File: config.mk
export PLATFORM = sky130hd
export DESIGN_NAME = adsr_env
export DESIGN_NICKNAME = d
export VERILOG_FILES = /design/src/rtl/adsr_env_pkg.sv /design/src/rtl/adsr_env_scale.sv /design/src/rtl/adsr_env.sv
export SDC_FILE = /design/constraint.sdc
export NUM_CORES = 1
export LEC_CHECK = 0
export ABC_AREA = 1
export CORE_ASPECT_RATIO = 0.6
export CORE_MARGIN = 1
export CORE_UTILIZATION = 35
export CTS_CLUSTER_DIAMETER = 60
export DETAILED_ROUTE_END_ITERATION = 10
export RECOVER_POWER = 100
export SLEW_MARGIN = 20
export SYNTH_ARGS = -nofsm -noshare
export SYNTH_HDL_FRONTEND = slang
export SYNTH_SLANG_ARGS = --single-unit
File: constraint.sdc
create_clock -name clk -period 12.5 [get_ports clk]
set_input_delay 2.5 -clock clk [delete_from_list [all_inputs] [get_ports clk]]
set_output_delay 2.5 -clock clk [all_outputs]
set_load 0.03 [all_outputs]
File: src/rtl/adsr_env_pkg.sv
// Shared definitions for the ADSR envelope voice: default widths and state encoding.
package adsr_env_pkg;

  localparam int unsigned DEF_SAMPLE_W = 16;
  localparam int unsigned DEF_ENV_W    = 16;

  typedef enum logic [2:0] {
    ST_IDLE    = 3'd0,
    ST_ATTACK  = 3'd1,
    ST_DECAY   = 3'd2,
    ST_SUSTAIN = 3'd3,
    ST_RELEASE = 3'd4
  } env_state_e;

endpackage

File: src/rtl/adsr_env_scale.sv
// Combinational gain stage: signed sample times unsigned envelope, floor-shifted back to sample width.
module adsr_env_scale
  import adsr_env_pkg::*;
#(
  parameter int unsigned SAMPLE_W = DEF_SAMPLE_W,
  parameter int unsigned ENV_W    = DEF_ENV_W
) (
  input  logic [SAMPLE_W-1:0] sample_in,
  input  logic [ENV_W-1:0]    level,
  output logic [SAMPLE_W-1:0] scaled_c
);

  localparam int unsigned PROD_W = SAMPLE_W + ENV_W + 1;

  logic signed [PROD_W-1:0] prod_c;

  // Level gets a zero MSB so it stays non-negative in the signed product.
  assign prod_c   = PROD_W'($signed(sample_in)) * PROD_W'($signed({1'b0, level}));
  assign scaled_c = SAMPLE_W'(prod_c >>> ENV_W);

endmodule

File: src/rtl/adsr_env.sv
// One-voice ADSR envelope generator and amplitude modulator, advanced on the in_ready strobe.
module adsr_env
  import adsr_env_pkg::*;
#(
  parameter int unsigned SAMPLE_W = DEF_SAMPLE_W,
  parameter int unsigned ENV_W    = DEF_ENV_W
) (
  input  logic                clk,
  input  logic                reset,
  input  logic                in_ready,
  input  logic [SAMPLE_W-1:0] sample_in,
  input  logic                gate,
  input  logic [ENV_W-1:0]    attack_step,
  input  logic [ENV_W-1:0]    decay_step,
  input  logic [ENV_W-1:0]    sustain_level,
  input  logic [ENV_W-1:0]    release_step,
  output logic [SAMPLE_W-1:0] sample_out,
  output logic                out_ready,
  output logic [ENV_W-1:0]    env_level,
  output logic [2:0]          env_state,
  output logic                busy
);

  localparam int unsigned EXT_W = ENV_W + 1;

  env_state_e          state_q, state_d;
  logic [ENV_W-1:0]    level_q, level_d;
  logic                gate_q, gate_d;
  logic [SAMPLE_W-1:0] sample_out_q, sample_out_d;
  logic                out_ready_q, out_ready_d;
  logic                busy_q, busy_d;

  logic [SAMPLE_W-1:0] scaled_c;
  logic                rise_c, fall_c;
  logic [EXT_W-1:0]    lvl_x_c, max_x_c, att_sum_x_c, dec_floor_x_c, rel_x_c;

  // Gain applied with the level held before this strobe's update.
  adsr_env_scale #(
    .SAMPLE_W (SAMPLE_W),
    .ENV_W    (ENV_W)
  ) u_scale (
    .sample_in (sample_in),
    .level     (level_q),
    .scaled_c  (scaled_c)
  );

  assign rise_c        = gate & ~gate_q;
  assign fall_c        = ~gate & gate_q;
  assign lvl_x_c       = {1'b0, level_q};
  assign max_x_c       = {1'b0, {ENV_W{1'b1}}};
  assign att_sum_x_c   = lvl_x_c + {1'b0, attack_step};
  assign dec_floor_x_c = {1'b0, sustain_level} + {1'b0, decay_step};
  assign rel_x_c       = {1'b0, release_step};

  // Next-state, level and output computation; everything holds unless in_ready.
  always_comb begin
    state_d      = state_q;
    level_d      = level_q;
    gate_d       = gate_q;
    sample_out_d = sample_out_q;
    out_ready_d  = in_ready;

    if (in_ready) begin
      gate_d       = gate;
      sample_out_d = scaled_c;

      if (rise_c) begin
        // Retrigger keeps the current level so there is no step in the output.
        state_d = ST_ATTACK;
      end else if (fall_c && (state_q == ST_ATTACK || state_q == ST_DECAY ||
                              state_q == ST_SUSTAIN)) begin
        state_d = ST_RELEASE;
      end else begin
        unique case (state_q)
          ST_IDLE: begin
            level_d = '0;
          end
          ST_ATTACK: begin
            if (attack_step == '0 || att_sum_x_c >= max_x_c) begin
              level_d = {ENV_W{1'b1}};
              state_d = ST_DECAY;
            end else begin
              level_d = att_sum_x_c[ENV_W-1:0];
            end
          end
          ST_DECAY: begin
            if (decay_step == '0 || lvl_x_c <= dec_floor_x_c) begin
              level_d = sustain_level;
              state_d = ST_SUSTAIN;
            end else begin
              level_d = level_q - decay_step;
            end
          end
          ST_SUSTAIN: begin
            level_d = sustain_level;
          end
          ST_RELEASE: begin
            if (release_step == '0 || lvl_x_c <= rel_x_c) begin
              level_d = '0;
              state_d = ST_IDLE;
            end else begin
              level_d = level_q - release_step;
            end
          end
          default: begin
            level_d = '0;
            state_d = ST_IDLE;
          end
        endcase
      end
    end

    busy_d = (state_d != ST_IDLE);
  end

  // State and datapath registers with synchronous active-low reset.
  always_ff @(posedge clk) begin
    if (!reset) begin
      state_q      <= ST_IDLE;
      level_q      <= '0;
      gate_q       <= 1'b0;
      sample_out_q <= '0;
      out_ready_q  <= 1'b0;
      busy_q       <= 1'b0;
    end else begin
      state_q      <= state_d;
      level_q      <= level_d;
      gate_q       <= gate_d;
      sample_out_q <= sample_out_d;
      out_ready_q  <= out_ready_d;
      busy_q       <= busy_d;
    end
  end

  assign sample_out = sample_out_q;
  assign out_ready  = out_ready_q;
  assign env_level  = level_q;
  assign env_state  = state_q;
  assign busy       = busy_q;

endmodule

==> results list, run 1 <==
- Portion of total power attributed to sequential cells: 16.0%
* R2r endpoint: sample_out[13]
- Net switching is 50.67% of the power.
- Data arrival at the endpoint of the critical path: 9080 ps
* Reported leakage power: 9.692 nW
- Entering global routing, the biggest net connects 34 pins.
* Total vias in the final route: 14390
- After clock tree synthesis, the clock-pin slew on the worst setup and hold paths is 80 ps.
- Worst vdd ir: 0.04382 mV
* Family with the most delay on the worst path: adder cells
- Number of top-level pins: 121
- Antenna Diode Count: 0
- In the final routed layout, each cell accounts on average for 18.14 um.
- Overall overflow remaining after global route: 0
- Critical path type: in -> reg
* Violated checks: capacitance limit, slew limit
- Max-cap violations: 1
* Minimum setup slack among reg-to-reg paths: 5450 ps
- DIE AREA: 44010 um^2
* Height of the chip: 162.9 um
- In this run the worst hold path is classified as reg -> reg.
* Wire length of the first global-routing pass: 82.40 mm
* Number of nets in the layout: 2788
- Timing analysis after detailed placement gives a worst setup slack of 3583 ps.
- On the worst path, the slowest cell contributes a delay of 1080 ps.
* Total negative slack for setup checks: 0 ps
- The clock passes through at most 2 buffers.
- The slowest stage of the critical path is the sky130_fd_sc_hd__dlygate4sd3_1 cell.
- Once the floorplan was initialized, standard cells occupied 35.76% of the core.
* Library cells used by synthesis: 48
* Power per unit of standard cell area: 51.90 nW/um^2
- For the worst setup path, the data required time is 12720 ps.
* Number of flops mapped to enable cells by yosys: 0
- Buffers inserted to repair hold after CTS numbered 0.
- CTS tree: done
- Clock buffers created by TritonCTS: 5
- Internal power comes to 435.2 uW.
- Counting both buffers and inverters, the worst setup path holds a total of 5.
- Area inside the core boundary: 42240 um^2
- Global routing consumed, over all layers together, 24.30% of the routing resources.
* Vias in the first global route: 14120
- The critical path goes through dlygate4sd3_1 > nand2_1 > fa_1 > inv_1 > fa_1 > fa_1 > fa_1 > fa_1 > inv_1 > fa_1 > inv_1 > ha_1 > a21oi_1 > o21ai_0 > a21oi_1 > inv_1 > a221oi_1 > nand3_1 > a31oi_1.
* Number of synthesized register bits: 38
* Netlist area before placement: 15100 um^2
* Number of buffers added for setup after CTS: 0
* Worst max-slew margin expressed relative to the limit: -0.8034%
* Final setup viols: 0
* Clock Tree Root: sky130_fd_sc_hd__clkbuf_16
- In this run the worst path has a maximum fanout of 15.
- Combinational cells account for 65.4% of the total power.
* Layout fillers: 4545
- Counting flops with an async set or reset pin after synthesis yields a share of 0%.
- In this run the cell area measured after placement is 16860 um^2.
- Global placement routability congestion: 0.9874
* Synthesis warning total: 0
- A synthesized cell averages 6.727 um^2.
- The wire-length estimate of the detail-placed layout is 44.13 mm.
- For the worst-skew pair, the clock arrives at the later sink with an insertion delay of 300 ps.
- Dominant cell type by count on the critical path: sky130_fd_sc_hd__fa_1
- H-tree lvl count: 2
- Via count normalized by instance count: 4.990
- Layout Utilization: 40.25%
- The number of cells on the worst reg-to-reg path is 19.
- Length of the first detailed-routing pass in iterations: 6
* Number of input and output port buffers inserted: 120
- Overall routed net length: 52.31 mm
* Syn Inst Count: 2245
- The count of pins over their slew limit came to 34.
* Cell Rows: 58
* Worst Hold Path Cells: 2
- In this run the power spent charging and discharging nets is 447.1 uW.
- Share of layout cells above drive strength 1: 3.284%
* Final Hold Viols: 0
- Cell area after layout: 17000 um^2
* Antenna violations before repair: 0
* Clock power share: 18.6%
* Worst Hold Launch: sample_out[6]
- Total of cells resized after clock tree synthesis: 0
* Most used flip-flop cell after synthesis: sky130_fd_sc_hd__dfxtp_1
- The worst hold path terminates at sample_out[6].
- Reg-to-reg startpoint: env_level[5]
- Sink Count: 38
- Launching element type of the critical path: input pin
* Post-Syn Nets: 2719
- Actual transition at the worst max-transition pin: 1512 ps
- Number of remaining DRC errors: 0
* Outcome: complete, but fails checks
- Unrepaired setup endpoints after global routing: no
- In this run the horizontal extent of the chip is 270.2 um.
- Most common cell after layout, fill and taps aside: sky130_fd_sc_hd__inv_1
- Kind of capture point of the worst setup path: register
- Fin worst setup slack: 3648 ps
- Initial DRC count: 1365
- Timing would allow up to 113.0 MHz.
- Once detail routing completed, the nets flagged for antenna violations numbered 0.
- In the finished design, the share of the clock period the worst path needs comes to 70.81%.
* Share of the yosys chip area belonging to registers: 5.037%
- In the layout the commonest cells are sky130_fd_sc_hd__inv_1 (568), sky130_fd_sc_hd__nand2_1 (565), sky130_fd_sc_hd__fa_1 (197).
- From synthesis to final layout, the design area changed by 12.55%.
- Clock Skew: 12.27 ps
- Clock period minus worst slack: 8852 ps
worst max path at each step:
stage,from,cells past startpoint,end,slack (ps)
2_1_floorplan,sample_in[4],23,sample_out[12],4670
3_3_place_gp,sample_in[7],19,sample_out[13],3660
3_5_place_dp,sample_in[1],19,sample_out[13],3580
4_1_cts,sample_in[1],19,sample_out[13],3830
5_1_grt,sample_in[1],22,sample_out[13],3330
6_report,sample_in[1],19,sample_out[13],3650
cell usage after synthesis (2+ instances only):
cell type,instances,area (um^2)
sky130_fd_sc_hd__a211oi_1,3,22.52
sky130_fd_sc_hd__a21boi_0,3,22.52
sky130_fd_sc_hd__a21o_1,8,60.06
sky130_fd_sc_hd__a21oi_1,104,520.5
sky130_fd_sc_hd__a21oi_2,12,105.1
sky130_fd_sc_hd__a221oi_1,2,17.52
sky130_fd_sc_hd__a31o_2,2,17.52
sky130_fd_sc_hd__a31oi_1,14,87.58
sky130_fd_sc_hd__buf_2,6,30.03
sky130_fd_sc_hd__buf_6,2,22.52
sky130_fd_sc_hd__clkbuf_1,69,259.0
sky130_fd_sc_hd__clkinv_1,2,7.510
sky130_fd_sc_hd__dfxtp_1,38,760.7
sky130_fd_sc_hd__fa_1,197,3944
sky130_fd_sc_hd__ha_1,193,2415
sky130_fd_sc_hd__inv_1,568,2132
sky130_fd_sc_hd__inv_2,10,37.54
sky130_fd_sc_hd__nand2_1,564,2117
sky130_fd_sc_hd__nand2_2,8,50.05
sky130_fd_sc_hd__nand3_1,111,555.5
sky130_fd_sc_hd__nand3_2,11,110.1
sky130_fd_sc_hd__nand3b_1,9,67.56
sky130_fd_sc_hd__nand4_1,21,131.4
sky130_fd_sc_hd__nor2_1,108,405.4
sky130_fd_sc_hd__nor2_2,2,12.51
sky130_fd_sc_hd__nor2_4,2,22.52
sky130_fd_sc_hd__nor3_1,21,105.1
sky130_fd_sc_hd__nor4_1,13,81.33
sky130_fd_sc_hd__o211ai_1,6,45.04
sky130_fd_sc_hd__o21a_1,3,22.52
sky130_fd_sc_hd__o21ai_0,48,240.2
sky130_fd_sc_hd__o21ai_1,4,20.02
sky130_fd_sc_hd__o21bai_1,8,60.06
sky130_fd_sc_hd__o221ai_1,4,35.03
sky130_fd_sc_hd__o22ai_1,9,56.30
sky130_fd_sc_hd__or2_2,7,43.79
sky130_fd_sc_hd__xnor2_1,20,175.2
sky130_fd_sc_hd__xor2_1,23,201.4
power by group through the flow:
stage / sequential (mW) / clock (mW) / combinational [mW]
finish: 0.141 / 0.164 / 0.577
global route: 0.143 / 0.172 / 0.642
CTS: 0.142 / 0.164 / 0.573
detailed placement: 0.145 / 0 / 0.566
global placement: 0.145 / 0 / 0.562
floorplan: 0.158 / 0 / 0.353
worst min-delay path: cells and delay by family, from the launching register on:
family                 cells  cell delay, ps
DFF                        1             330
AOI/OAI and AO/OA          1              90
buffers and inverters      1              50
routing by layer:
layer	share of wire [%]	GRT usage, %	wire [um]
met5	0	0	0
met4	0.85	2.645	443
met3	11	6.796	5547
met2	37	32.54	19580
met1	51	38.46	26740
area by class of cell:
class	instances	area (um^2)	area share, %
multi-input combinational	1548	11840	69.65
sequential	38	760.7	4.475
clock inverter	1	30.03	0.1767
tap	570	713.2	4.195
timing repair buffer	141	1340	7.883
clock buffer	6	138.9	0.8170
inverter	580	2177	12.81
sequential cells by signal (all words and copies together) (netlist names):
signal / cells
gate_q: 1
busy: 1
sample_out: 16
env_state: 3
out_ready: 1
env_level: 16
stage by stage:
| step | hold WS (ps) | power (mW) | std cells |
|---|---|---|---|
| 3_5_place_dp | 475.9 | 0.7105 | 2877 |
| 4_1_cts | 497.7 | 0.8790 | 2884 |
| 3_3_place_gp | 468.6 | 0.7067 | 2877 |
| 6_report | 492.4 | 0.8823 | 2884 |
| 5_1_grt | 525.0 | 0.9564 | 2884 |
| 2_1_floorplan | 453.9 | 0.5112 | 2245 |
logic make-up after synthesis:
group                      count (synthesis)  synth area share, %
adders and majority gates                390                42.10
xor gates and xnor gates                  43                2.494
AOI/OAI and AO/OA                        234                9.046
buffers and inverters                    659                16.55
and+or+nand+nor                          881                24.77
DFF                                       38                5.037
(Power assumes the default switching activity.)
==> run 2, diff against run 1 <==
==> constraint.sdc (replaced) <==
create_clock -name clk -period 8.3 [get_ports clk]
set_input_delay 1.66 -clock clk [delete_from_list [all_inputs] [get_ports clk]]
set_output_delay 1.66 -clock clk [all_outputs]
set_load 0.03 [all_outputs]
==> run 2 against run 1 <==
Compared with the run above:
- clock power is 29% higher
- sequential power is 53% higher
- the run now ends clean
- first-iteration DRC count is 7.8% higher
- non-clock buffer count is 16 higher
==> results list, run 2 (synthesized netlist as in run 1, its figures left out) <==
* Outcome: finished, final reports clean
- The floorplan has 58 rows.
* Cts-stage hold buffer count: 0
- In the final routed layout, each cell accounts on average for 18.02 um.
- Setup violations remaining at the end of the flow were counted as 0.
- The filler cells instantiated in the layout total 4505.
- Worst vdd ir: 0.07013 mV
- Peak per-stage delay on the critical path: 980 ps
* Height of the chip: 162.9 um
- Once the floorplan was initialized, standard cells occupied 35.76% of the core.
- Cells with a size suffix above 1 make up 3.775% of the layout.
* Number of buffer and inverter stages on the critical path: 7
- Global placement routability congestion: 0.9540
- TritonCTS built the clock tree.
- In this run the worst path has a maximum fanout of 15.
* Reg-to-reg startpoint: env_level[13]
* Number of buffers added for setup after CTS: 0
- Clock slew at reported path FFs: 70 ps
* Critical path type: in -> reg
- Family with the most delay on the worst path: adder cells
- In this run the tightest slew margin relative to its limit is 4.797%.
* Number of input and output port buffers inserted: 120
* Clock period minus worst slack: 7837 ps
- Power spread over the standard cell area amounts to 76.16 nW/um^2.
- In this run the horizontal extent of the chip is 270.2 um.
* H-tree lvl count: 2
- Number of routed nets with antenna violations: 0
- Clock Tree Root: sky130_fd_sc_hd__clkbuf_16
* Number of remaining DRC errors: 0
* Final cycle utilization of the critical path: 94.42%
* Endpoint required time on the critical path: 8530 ps
- Reported leakage power: 9.756 nW
* Pin count of the biggest net entering global routing: 34
* Total of cells resized after clock tree synthesis: 0
- Unrepaired setup endpoints after global routing: no
- Antenna violations before repair: 1
* Via count normalized by instance count: 5.004
- After detailed placement, the design holds a cell count of 2893.
* Initial DRC count: 1472
- The clock net in this run drives a total of 38 sinks.
- Clock buffers created by TritonCTS: 5
- Total negative slack for setup checks: 0 ps
* Class of the tightest hold or removal check: reg -> reg
- Clock Skew: 4.641 ps
- Cell Count, Final, Fillers Out: 2901
- Number of top-level pins: 121
- STA classifies the critical path endpoint as a register.
- The die covers 44010 um^2.
- Max Root-Sink Buffers: 2
* Overall routed net length: 52.28 mm
- Slew Viols, Final: 0
- The first global-routing pass estimated 81.47 mm of wire.
* Max-cap violations: 0
* Dpl hpwl: 44.39 mm
- The clock reaches the later pin of the worst-skew pair after 300 ps.
- Chain of cells forming the critical path: dlygate4sd3_1 > nand2_1 > fa_1 > inv_1 > fa_1 > inv_1 > fa_1 > inv_1 > fa_1 > fa_1 > inv_1 > fa_1 > inv_1 > ha_1 > a21oi_1 > o21ai_0 > a21oi_1 > inv_1 > a221oi_1 > nand3_1 > a31oi_1
- For the worst setup path, the data arrival time is 8060 ps.
- The number of failing hold endpoints at the final stage is 0.
- Area inside the core boundary: 42240 um^2
- For this design, the slowest cell found on the critical path is sky130_fd_sc_hd__dlygate4sd3_1.
- Leaving out fill and tap cells, the most frequent cell in the layout is sky130_fd_sc_hd__inv_1.
* Launching element type of the critical path: input pin
- Overall routing resource usage: 24.11%
- Vias in the first global route: 14040
- Actual transition at the worst max-transition pin: 1428 ps
- The number of antenna diodes in the final layout is 0.
* Number of nets in the layout: 2804
* Leading cell types in the layout, fill and taps excluded: sky130_fd_sc_hd__inv_1 (568), sky130_fd_sc_hd__nand2_1 (566), sky130_fd_sc_hd__fa_1 (197)
- Syn-to-layout area delta: 13.09%
- Length of the first detailed-routing pass in iterations: 7
- Total vias in the final route: 14520
- Overall overflow remaining after global route: 0
- In this run the most critical hold path is launched from gate_q.
* Launch point of the worst path: sample_in[1]
- Static timing analysis puts the maximum clock frequency at 127.6 MHz.
run 2: path summary, 6_finish.rpt:
| kind | endpoint | slack (ps) | cells after the start |
|---|---|---|---|
| min | gate_q | 490 | 2 |
| min reg2reg | gate_q | 490 | 2 |
| max | sample_out[13] | 460 | 21 |
| max reg2reg | sample_out[12] | 1280 | 20 |
run 2: routing by layer:
| layer | GRT usage [%] | up-vias | routed length [um] |
|---|---|---|---|
| met5 | 0 | - | 0 |
| met4 | 3.749 | 0 | 774 |
| met3 | 7.460 | 35 | 5999 |
| met2 | 31.54 | 608 | 19290 |
| met1 | 37.95 | 6881 | 26220 |
| li1 | - | 6992 | - |
run 2: area by class of cell:
type,instances,area [um^2],share of cell area (%)
flip-flops and latches,38,760.7,4.454
inverters,580,2177,12.75
clock inverters,1,5.005,0.02930
well taps,570,713.2,4.176
clock buffers,7,142.6,0.8351
repair buffers,157,1456,8.527
multi-input cells,1548,11830,69.23
run 2: per-stage QoR:
| step | worst slack (ps) | cell area [um^2] | hold WS (ps) | utilization [%] | total power, mW |
|---|---|---|---|---|---|
| global placement | 357.9 | 16980 | 471.7 | 40.20 | 1.070 |
| detailed placement | 329.1 | 16980 | 481.5 | 40.20 | 1.074 |
| CTS | 593.0 | 17130 | 490.5 | 40.55 | 1.298 |
| global route | 147.9 | 17080 | 507.9 | 40.44 | 1.409 |
| finish | 463.2 | 17080 | 486.2 | 40.44 | 1.301 |
| floorplan | 1315 | 15100 | 453.9 | - | 0.7699 |
run 2: worst min-delay path, stage by stage, from the launching register on:
cell and delay (ps):
sky130_fd_sc_hd__dfxtp_1 300, sky130_fd_sc_hd__inv_1 80, sky130_fd_sc_hd__a21oi_1 70
run 2: power breakdown:
part,internal (mW),total [mW],switching [mW]
Sequential,0.197,0.216,0.0191
Clock,0.120,0.212,0.0919
Combinational,0.313,0.873,0.560
